**config.mk**
```make
export PLATFORM = sky130hd
export DESIGN_NAME = pad_serdes_bridge
export DESIGN_NICKNAME = d
export VERILOG_FILES = /design/src/rtl/serdes_pkg.sv /design/src/rtl/serdes_sync_fifo.sv /design/src/rtl/pad_serdes_bridge.sv
export SDC_FILE = /design/constraint.sdc
export NUM_CORES = 1
export LEC_CHECK = 0
export CAP_MARGIN = 20
export CORE_MARGIN = 4
export CORE_UTILIZATION = 55
export CTS_BUF_LIST = sky130_fd_sc_hd__clkbuf_16
export DETAILED_ROUTE_END_ITERATION = 10
export PLACE_DENSITY = 0.72
export SKIP_CTS_REPAIR_TIMING = 1
export SLEW_MARGIN = 20
export SYNTH_ARGS = -nofsm -noshare
export SYNTH_HDL_FRONTEND = slang
export SYNTH_SLANG_ARGS = --single-unit
```
**constraint.sdc**
```tcl
create_clock -name clk -period 2.5 [get_ports clk]
set_input_delay 0.625 -clock clk [delete_from_list [all_inputs] [get_ports clk]]
set_output_delay 0.625 -clock clk [all_outputs]
set_load 0.02 [all_outputs]
```
**src/rtl/serdes_pkg.sv**
```systemverilog
// Shared serialiser state type and counter-width helper for pad_serdes_bridge.
package serdes_pkg;

    typedef enum logic [1:0] {
        IDLE   = 2'd0,
        SHIFT  = 2'd1,
        PARITY = 2'd2
    } ser_state_t;

    // Width of a counter that spans n values, never narrower than one bit.
    function automatic int cnt_w(input int n);
        return (n > 1) ? $clog2(n) : 1;
    endfunction

endpackage

```
**src/rtl/serdes_sync_fifo.sv**
```systemverilog
// Synchronous FIFO with combinational head read; DEPTH must be a power of two >= 2.
module serdes_sync_fifo
    import serdes_pkg::*;
#(
    parameter int WIDTH = 20,
    parameter int DEPTH = 4,
    parameter int AW    = cnt_w(DEPTH)
) (
    input  logic             clk,
    input  logic             rst_n,
    input  logic             wr_en,
    input  logic [WIDTH-1:0] wr_data,
    input  logic             rd_en,
    output logic [WIDTH-1:0] rd_data,
    output logic [AW:0]      count,
    output logic             full,
    output logic             empty
);

    logic [WIDTH-1:0] mem [DEPTH];
    logic [AW-1:0]    wr_ptr_reg;
    logic [AW-1:0]    rd_ptr_reg;
    logic [AW:0]      count_reg;
    logic             do_wr;
    logic             do_rd;

    assign full    = (count_reg == (AW+1)'(DEPTH));
    assign empty   = (count_reg == '0);
    assign do_wr   = wr_en && !full;
    assign do_rd   = rd_en && !empty;
    assign count   = count_reg;
    // The head is visible without a read cycle so the serialiser can chain words gaplessly.
    assign rd_data = mem[rd_ptr_reg];

    always_ff @(posedge clk) begin
        if (do_wr) begin
            mem[wr_ptr_reg] <= wr_data;
        end
    end

    always_ff @(posedge clk or negedge rst_n) begin
        if (!rst_n) begin
            wr_ptr_reg <= '0;
            rd_ptr_reg <= '0;
            count_reg  <= '0;
        end else begin
            if (do_wr) begin
                wr_ptr_reg <= wr_ptr_reg + 1'b1;
            end
            if (do_rd) begin
                rd_ptr_reg <= rd_ptr_reg + 1'b1;
            end
            case ({do_wr, do_rd})
                2'b10:   count_reg <= count_reg + 1'b1;
                2'b01:   count_reg <= count_reg - 1'b1;
                default: count_reg <= count_reg;
            endcase
        end
    end

endmodule

```
**src/rtl/pad_serdes_bridge.sv**
```systemverilog
// Pad-ring bridge: multi-lane serial-to-parallel input, FIFO-buffered parallel-to-serial output.
// Define SERDES_PARITY_EN to append an even-parity bit after every serialised word.
module pad_serdes_bridge
    import serdes_pkg::*;
#(
    parameter int IN_LANES   = 1,
    parameter int IN_W       = 8,
    parameter int OUT_W      = 20,
    parameter int FIFO_DEPTH = 4
) (
    input  logic                     clk,
    input  logic                     rst_n,
    input  logic                     in_valid,
    input  logic [IN_LANES-1:0]      in_data,
    output logic                     word_valid,
    output logic [IN_LANES*IN_W-1:0] word_data,
    output logic                     word_partial,
    input  logic                     core_valid,
    output logic                     core_ready,
    input  logic [OUT_W-1:0]         core_data,
    output logic                     out_valid,
    output logic                     out_value
);

    localparam int CNT_W   = cnt_w(IN_W);
    localparam int BCNT_W  = cnt_w(OUT_W);
    localparam int FIFO_AW = cnt_w(FIFO_DEPTH);
    localparam logic [CNT_W-1:0]  CNT_LAST  = CNT_W'(IN_W - 1);
    localparam logic [BCNT_W-1:0] BCNT_LAST = BCNT_W'(OUT_W - 1);

    // ---------------- deserialiser ----------------
    logic [CNT_W-1:0]                cnt_reg;
    logic [CNT_W:0]                  tail_shift;
    logic [IN_LANES-1:0][IN_W-1:0]   sh_reg;
    logic [IN_LANES-1:0][IN_W-1:0]   sh_next;
    logic [IN_LANES-1:0][IN_W-1:0]   tail_word;
    logic [IN_LANES-1:0][IN_W-1:0]   word_reg;
    logic                            word_valid_reg;
    logic                            word_partial_reg;

    // Left-align the cnt received bits of a frame tail; older bits fall off the top.
    assign tail_shift = (CNT_W+1)'(IN_W) - {1'b0, cnt_reg};

    genvar gi;
    generate
        for (gi = 0; gi < IN_LANES; gi++) begin : g_lane
            assign sh_next[gi]   = {sh_reg[gi][IN_W-2:0], in_data[gi]};
            assign tail_word[gi] = sh_reg[gi] << tail_shift;
        end
    endgenerate

    always_ff @(posedge clk or negedge rst_n) begin
        if (!rst_n) begin
            cnt_reg          <= '0;
            sh_reg           <= '0;
            word_reg         <= '0;
            word_valid_reg   <= 1'b0;
            word_partial_reg <= 1'b0;
        end else begin
            word_valid_reg   <= 1'b0;
            word_partial_reg <= 1'b0;
            if (in_valid) begin
                sh_reg <= sh_next;
                if (cnt_reg == CNT_LAST) begin
                    cnt_reg        <= '0;
                    word_reg       <= sh_next;
                    word_valid_reg <= 1'b1;
                end else begin
                    cnt_reg <= cnt_reg + 1'b1;
                end
            end else if (cnt_reg != '0) begin
                cnt_reg          <= '0;
                word_reg         <= tail_word;
                word_valid_reg   <= 1'b1;
                word_partial_reg <= 1'b1;
            end
        end
    end

    assign word_valid   = word_valid_reg;
    assign word_data    = word_reg;
    assign word_partial = word_partial_reg;

    // ---------------- output FIFO ----------------
    logic [OUT_W-1:0]   fifo_head;
    logic [FIFO_AW:0]   fifo_count;
    logic               fifo_full;
    logic               fifo_empty;
    logic               fifo_pop;

    assign core_ready = (fifo_count != (FIFO_AW+1)'(FIFO_DEPTH));

    serdes_sync_fifo #(
        .WIDTH (OUT_W),
        .DEPTH (FIFO_DEPTH)
    ) u_fifo (
        .clk     (clk),
        .rst_n   (rst_n),
        .wr_en   (core_valid && !fifo_full),
        .wr_data (core_data),
        .rd_en   (fifo_pop),
        .rd_data (fifo_head),
        .count   (fifo_count),
        .full    (fifo_full),
        .empty   (fifo_empty)
    );

    // ---------------- serialiser ----------------
    ser_state_t        state_reg;
    ser_state_t        state_next;
    logic [OUT_W-1:0]  sreg_reg;
    logic [OUT_W-1:0]  sreg_next;
    logic [BCNT_W-1:0] bcnt_reg;
    logic [BCNT_W-1:0] bcnt_next;
    logic              word_done;
`ifdef SERDES_PARITY_EN
    logic              parity_reg;
    logic              parity_next;
`endif

    always_ff @(posedge clk or negedge rst_n) begin
        if (!rst_n) begin
            state_reg  <= IDLE;
            sreg_reg   <= '0;
            bcnt_reg   <= '0;
`ifdef SERDES_PARITY_EN
            parity_reg <= 1'b0;
`endif
        end else begin
            state_reg  <= state_next;
            sreg_reg   <= sreg_next;
            bcnt_reg   <= bcnt_next;
`ifdef SERDES_PARITY_EN
            parity_reg <= parity_next;
`endif
        end
    end

    always_comb begin
        state_next  = state_reg;
        sreg_next   = sreg_reg;
        bcnt_next   = bcnt_reg;
        fifo_pop    = 1'b0;
        word_done   = 1'b0;
        out_valid   = 1'b0;
        out_value   = 1'b0;
`ifdef SERDES_PARITY_EN
        parity_next = parity_reg;
`endif
        case (state_reg)
            IDLE: begin
                if (!fifo_empty) begin
                    fifo_pop   = 1'b1;
                    state_next = SHIFT;
                end
            end
            SHIFT: begin
                out_valid = 1'b1;
                out_value = sreg_reg[OUT_W-1];
                sreg_next = sreg_reg << 1;
                bcnt_next = bcnt_reg + 1'b1;
                if (bcnt_reg == BCNT_LAST) begin
`ifdef SERDES_PARITY_EN
                    state_next = PARITY;
`else
                    word_done  = 1'b1;
`endif
                end
            end
`ifdef SERDES_PARITY_EN
            PARITY: begin
                out_valid = 1'b1;
                out_value = parity_reg;
                word_done = 1'b1;
            end
`endif
            default: state_next = IDLE;
        endcase

        // Chaining on the final cycle of a word keeps out_valid continuous.
        if (word_done) begin
            if (!fifo_empty) begin
                fifo_pop   = 1'b1;
                state_next = SHIFT;
            end else begin
                state_next = IDLE;
            end
        end
        if (fifo_pop) begin
            sreg_next   = fifo_head;
            bcnt_next   = '0;
`ifdef SERDES_PARITY_EN
            parity_next = ^fifo_head;
`endif
        end
    end

endmodule
```
Yosys cells after proc, flatten, opt, wreduce, memory -nomap -nowiden
Memory sizes are Yosys's and may differ from the RTL's.
Cells that the tools add are included.
{"block": "totals", "ff_bits": 55, "mem_bits_rw": 80, "output_inout_bits": 13, "memories": 1}
{"name": "u_fifo.mem", "depth": 4, "word_bits": 20, "rd": 1, "rd_ports_with_merged_regs": 0, "wr": 1, "line_no": "serdes_sync_fifo.sv:20", "text": "logic [WIDTH-1:0] mem [DEPTH];"}
{"block": "op_classes", "add_sub_neg": 7, "muxes": 29, "eq_ne": 10, "reduce_logical": 13, "shift": 1}
{"operator": "two-way mux 20 bit", "count": 2}
{"operator": "two-way mux 8 bit", "count": 3}
{"operator": "two-way mux 1 bit", "count": 15}
{"operator": "two-way mux 5 bit", "count": 2}
{"operator": "two-way mux 3 bit", "count": 3}
{"operator": "left shift 8 x 4 -> 8 bit", "count": 1}
{"operator": "adder 3 x 1 -> 3 bit (second input constant)", "count": 2}
{"operator": "== test 3 bit (second input constant)", "count": 2}
{"operator": "!= test 3 bit (second input constant)", "count": 2}
{"operator": "case mux 3 bit (2 select lines)", "count": 1}
{"operator": "nonzero test 2 bit", "count": 3}
{"operator": "adder 5 x 1 -> 5 bit (second input constant)", "count": 1}
{"operator": "== test 5 bit (second input constant)", "count": 1}
{"operator": "adder 2 x 1 -> 2 bit (second input constant)", "count": 2}
{"operator": "== test 2 x 1 -> 1 bit (second input constant)", "count": 2}
{"operator": "two-way mux 2 bit", "count": 2}
{"operator": "case mux 2 bit (2 select lines)", "count": 1}
{"operator": "AND reduction 2 bit", "count": 2}
{"operator": "subtractor 4 x 3 -> 4 bit (first input constant)", "count": 1}
{"operator": "logical AND 1 bit", "count": 3}
{"operator": "zero test 3 bit", "count": 1}
{"operator": "nonzero test 3 bit", "count": 1}
{"operator": "subtractor 3 x 1 -> 3 bit (second input constant)", "count": 1}
{"operator": "== test 2 bit (second input constant)", "count": 1}
{"operator": "other kinds (4)", "count": 5}

Logic depth before layout (Yosys ltp)
Gate-level depths: netlist (run 1).
{"block": "logic_depth", "ltp_word": 8, "depth_mapped": 10, "ltp_nobuf": 10}

Hierarchy
A second synthesis (run 1) with hierarchy kept.
{"block": "unflattened", "hier_cells": 377, "area_unflattened_um2": 5700.5}
{"module": "serdes_sync_fifo", "cells_per_inst": 141, "n_inst": 1, "area_per_inst_um2": 3331.9}
{"module": "pad_serdes_bridge", "cells_per_inst": 236, "n_inst": 1, "area_per_inst_um2": 2368.5}

Least setup slack after synthesis (run 1)
OpenSTA, ideal clock, no wires.
{"block": "synth_timing", "path_kind": "register -> register", "start": "register u_fifo.count_reg[0], in the netlist u_fifo.count[0]", "end": "register u_fifo.count_reg[2], in the netlist u_fifo.count[2]", "path_buffers": 0, "arrival_time_ns": 2.070, "setup_slack_ns": 0.350, "setup_time_ns": 0.079, "path_stages_with_launch": 11, "t_required_ns": 2.421, "period_less_slack_ns": 2.150, "path_cell_list": "dfrtp_1 inv_1 nand3_1 and2_1 inv_1 ha_1 inv_1 fa_1 xor2_1 nor2_1 xor2_1"}
{"block": "synth_between", "elab_chain_cells": 8, "elab_cells_between_ends": 17}
{"element": "from (decl)", "line_no": "serdes_sync_fifo.sv:23", "text": "logic [AW:0] count_reg;"}
{"element": "from (signal assigned)", "line_no": "serdes_sync_fifo.sv:54", "text": "2'b10: count_reg <= count_reg + 1'b1;"}
{"element": "from (signal assigned)", "line_no": "serdes_sync_fifo.sv:55", "text": "2'b01: count_reg <= count_reg - 1'b1;"}
{"element": "from (signal assigned)", "line_no": "serdes_sync_fifo.sv:56", "text": "default: count_reg <= count_reg;"}
{"element": "zero test 3 bit", "line_no": "serdes_sync_fifo.sv:28", "text": "assign empty = (count_reg == '0);"}
{"element": "two-way mux 1 bit", "line_no": "pad_serdes_bridge.sv:152", "text": "if (!fifo_empty) begin"}
{"element": "two-way mux 1 bit", "line_no": "pad_serdes_bridge.sv:150", "text": "case (state_reg)"}
{"element": "two-way mux 1 bit", "line_no": "pad_serdes_bridge.sv:182", "text": "if (!fifo_empty) begin"}
{"element": "two-way mux 1 bit", "line_no": "pad_serdes_bridge.sv:181", "text": "if (word_done) begin"}
{"element": "logical AND 1 bit", "line_no": "serdes_sync_fifo.sv:30", "text": "assign do_rd = rd_en && !empty;"}
{"element": "== test 2 x 1 -> 1 bit or == test 2 bit (tied branches)", "line_no": "serdes_sync_fifo.sv:53", "text": "case ({do_wr, do_rd})"}
{"element": "case mux 3 bit (2 select lines) or nonzero test 2 bit (tied branches)"}
Several ways; a longest one is shown, not always the timed one.
A chain may end at the register's enable or synchronous reset.

Worst setup path in the final report (run 1)
{"block": "layout_timing", "start": "register u_fifo.count_reg[0], in the netlist u_fifo.count[0]", "end": "output port core_ready"}
{"block": "layout_between", "elab_chain_cells": 1}
{"element": "!= test 3 bit", "line_no": "pad_serdes_bridge.sv:91", "text": "assign core_ready = (fifo_count != (FIFO_AW+1)'(FIFO_DEPTH));"}
{"element": "to (decl)", "line_no": "pad_serdes_bridge.sv:19", "text": "output logic core_ready,"}
Every way passes these cells.

==> results of run 1 <==
==> path summary, 6_finish.rpt <==
check | start | endpoint | slack, ns | cells past startpoint
max in group asynchronous | rst_n | u_fifo.rd_ptr_reg[0]$_DFFE_PN0P_ | 1.63 | 2
min reg2reg | sreg_reg[1]$_DFFE_PN0P_ | sreg_reg[2]$_DFFE_PN0P_ | 0.48 | 2
min in group clk | sreg_reg[1]$_DFFE_PN0P_ | sreg_reg[2]$_DFFE_PN0P_ | 0.48 | 2
max | u_fifo.count[0]$_DFFE_PN0P_ | core_ready | 0.1 | 3
min | rst_n | cnt_reg[1]$_DFFE_PN0P_ | 0.25 | 1
max reg2reg | bcnt_reg[0]$_DFFE_PN0P_ | u_fifo.count[2]$_DFFE_PN0P_ | 0.41 | 9
==> per-layer routing <==
metal  track usage (%)  up-vias
li1                  -     1563
met1              26.0     1675
met2              31.9       85
met3              5.87        9
met4              6.14        0
met5                 0        -
==> cells in the mapped netlist, drive strengths merged, types with 4 or more instances <==
cell type and n:
nand2 41, mux2i 5, xor2 4, mux2 9
mux4 24, xnor2 4, a32oi 19, a22oi 4
buf 15, a21oi 5, edfxtp 80, nor2 13
nand3 5, and3 4, nand2b 4, o21ai 33
dfrtp 54, clkbuf 9, ha 10, inv 15
==> power by group <==
part,total (mW),leakage (nW),switching (mW),internal [mW]
Sequential,3.31,1.41,0.325,2.98
Combinational,2.58,0.963,1.36,1.22
Clock,2.50,0.289,0.929,1.57
Total,8.39,2.67,2.62,5.77
==> layout by cell type (no fill, tap or decap), types with 3 or more instances in the layout <==
master            n
o22ai_1           3
nor2_1           13
nand2_1          41
xnor2_1           4
o211ai_1          3
o21ai_0           8
xor2_1            4
ha_1             10
nand2b_1          4
clkbuf_16        17
a21oi_1           4
o21ai_1          25
a31oi_1           3
a32oi_1          19
edfxtp_1         80
clkdlybuf4s50_1  36
bufinv_16         3
mux4_2           24
dfrtp_1          54
clkinvlp_4        3
and3_1            4
mux2_2            8
mux2i_1           5
a22oi_1           4
inv_6             3
nand3_1           5
buf_4            16
inv_1            16
clkinv_4          3
==> area by class of cell <==
type	count	area [sq um]
Timing Repair Buffer	54	505
Multi-Input combinational cell	211	1780
Inverter	15	56.3
Tap cell	133	166
Sequential cell	134	3750
Clock buffer	17	425
Fill cell	676	3090
Clock inverter	15	178
==> logic make-up (layout without fill, tap and decap cells) <==
| logic type | after synthesis | after routing | share of synthesized area (%) |
|---|---|---|---|
| AOI/OAI and AO/OA | 72 | 72 | 8.17 |
| xor gates and xnor gates | 8 | 8 | 1.23 |
| adders and majority gates | 11 | 11 | 2.54 |
| buffers and inverters | 39 | 101 | 3.20 |
| DFF | 134 | 134 | 65.7 |
| muxes | 38 | 38 | 12.1 |
| and+or+nand+nor | 82 | 82 | 7.09 |
==> critical path, stage by stage, from the launching register on <==
cell and delay (ns):
dfrtp_1 0.45, inv_1 0.11, nand3_1 0.18, clkdlybuf4s50_1 0.63
==> flow_summary.yaml, run 1 <==
sta:
  worst_pin_slew_ns: 0.715
  fin_setup_tns_ns: 0
  max_freq_mhz: 417
  fin_ws_ns: 0.0998
  final.setup_skew_ns: 0.0158
  finalWorstPathRequiredPeriod_ns: 2.40
  hold_violations: 0
  rsz0062_at_grt: "false"
  setup_viol: 0
  slew_headroom_pct: 52.0
  slew_violations: 0
  hold_slack_ns: 0.251
  period_share_pct: 96.0
global_route:
  grt_antenna_before_repair: 0
  overflow: 0
  grt_use_total_pct: 19.8
  grt_max_degree: 29
  grt_pass1_wl_um: 17500
  grt_pass1_vias: 3378
yosys:
  yosysTopAreaCell: "edfxtp_1"
  syn_area_per_cell_sq_um: 14.9
  async_flop_share_pct: 40.3
  netlist_instances: 384
  synth_edf_count: 80
  ys_types: 41
  ys.flop_type: "edfxtp_1"
  mappedNetlistArea_sq_um: 5720
  synth_top_area_share_pct: 42.0
  yosys_register_bits: 134
  netlist_top_cells_area: "edfxtp_1, dfrtp_1, mux4_2"
  yosysSeqAreaShare_pct: 65.7
  yosysWarnings: 0
  syn-num-nets: 420
clocking:
  cts_root_buf: "clkbuf_16"
  clk_latency_ns: 0.42
  clock_path_buffers: 2
  htreeDepth: 4
  cts.sinks: 134
  clk_pin_slew_worst_paths_ns: 0.06
  cts_buffers: 17
  cts_tree: "yes"
layout:
  diodes: 0
  nets: 469
  largest_reg_flops: 80
  final_cells: 579
  drive_above_1_share_pct: 18.6
  final_core_util_pct: 69.0
  syn_to_final_growth_pct: 20.1
  fin_area_sq_um: 6860
floorplan:
  fp.coreArea_sq_um: 9950
  boundaryPins: 38
  die_w_um: 110
  die_h_um: 110
  fp-row-count: 36
  initial_core_util_pct: 57.4
  dieArea_sq_um: 12100
power:
  power.total_mw: 8.39
  leakagePower_nw: 2.67
  power_density_nw_per_um2: 1220
  irDropWorstVdd_mv: 1.08
routing:
  wl_per_cell_um: 18.2
  wl_met3_um: 466
  route.detailed.drc: 0
  highest-signal-layer: "met4"
  wl_met2_um: 5420
  vias: 3332
  finalWirelength_um: 10500
  first_pass_iters: 4
  post_drt_via_cell_ratio: 5.75
  first_iter_violations: 324
  drt-met1-wl_um: 4500
  final_antenna_net_count: 0
place:
  place_ws_ns: 0.128
  placed_cells: 547
  portBuffers: 37
  globalplace.congestion: 0.822
  post_dp_cell_area_sq_um: 6260
  place.detailed.hpwl_um: 6470
critical_path:
  arrival_ns: 1.78
  crit_type: "register to primary output"
  worstPathRequired_ns: 1.88
  end_kind: "primary output"
  critPathMaxFanout: 6
  critPathLaunchType: "register"
min_path:
  holdCritPathClass: "input port to asynchronous set/reset pin"
run:
  max-cap-violations: 0
status:
  status: "completed"
(Power assumes the default switching activity.)
==> inputs of run 2 (changes only) <==
--- a/config.mk
+++ b/config.mk
@@ -5,6 +5,7 @@
 export SDC_FILE = /design/constraint.sdc
 export NUM_CORES = 1
 export LEC_CHECK = 0
+export ABC_CLOCK_PERIOD_IN_PS = 2500
 export CAP_MARGIN = 20
 export CORE_MARGIN = 4
 export CORE_UTILIZATION = 55
==> results of run 2 <==
No change in the layout: final DEF, timing and power equal those of run 1.
==> inputs of run 3 (changes only) <==
--- a/config.mk
+++ b/config.mk
@@ -6,7 +6,6 @@
 export NUM_CORES = 1
 export LEC_CHECK = 0
 export ABC_CLOCK_PERIOD_IN_PS = 2500
-export CAP_MARGIN = 20
 export CORE_MARGIN = 4
 export CORE_UTILIZATION = 55
 export CTS_BUF_LIST = sky130_fd_sc_hd__clkbuf_16
==> results of run 3 <==
No change in the layout: final DEF, timing and power equal those of run 1.
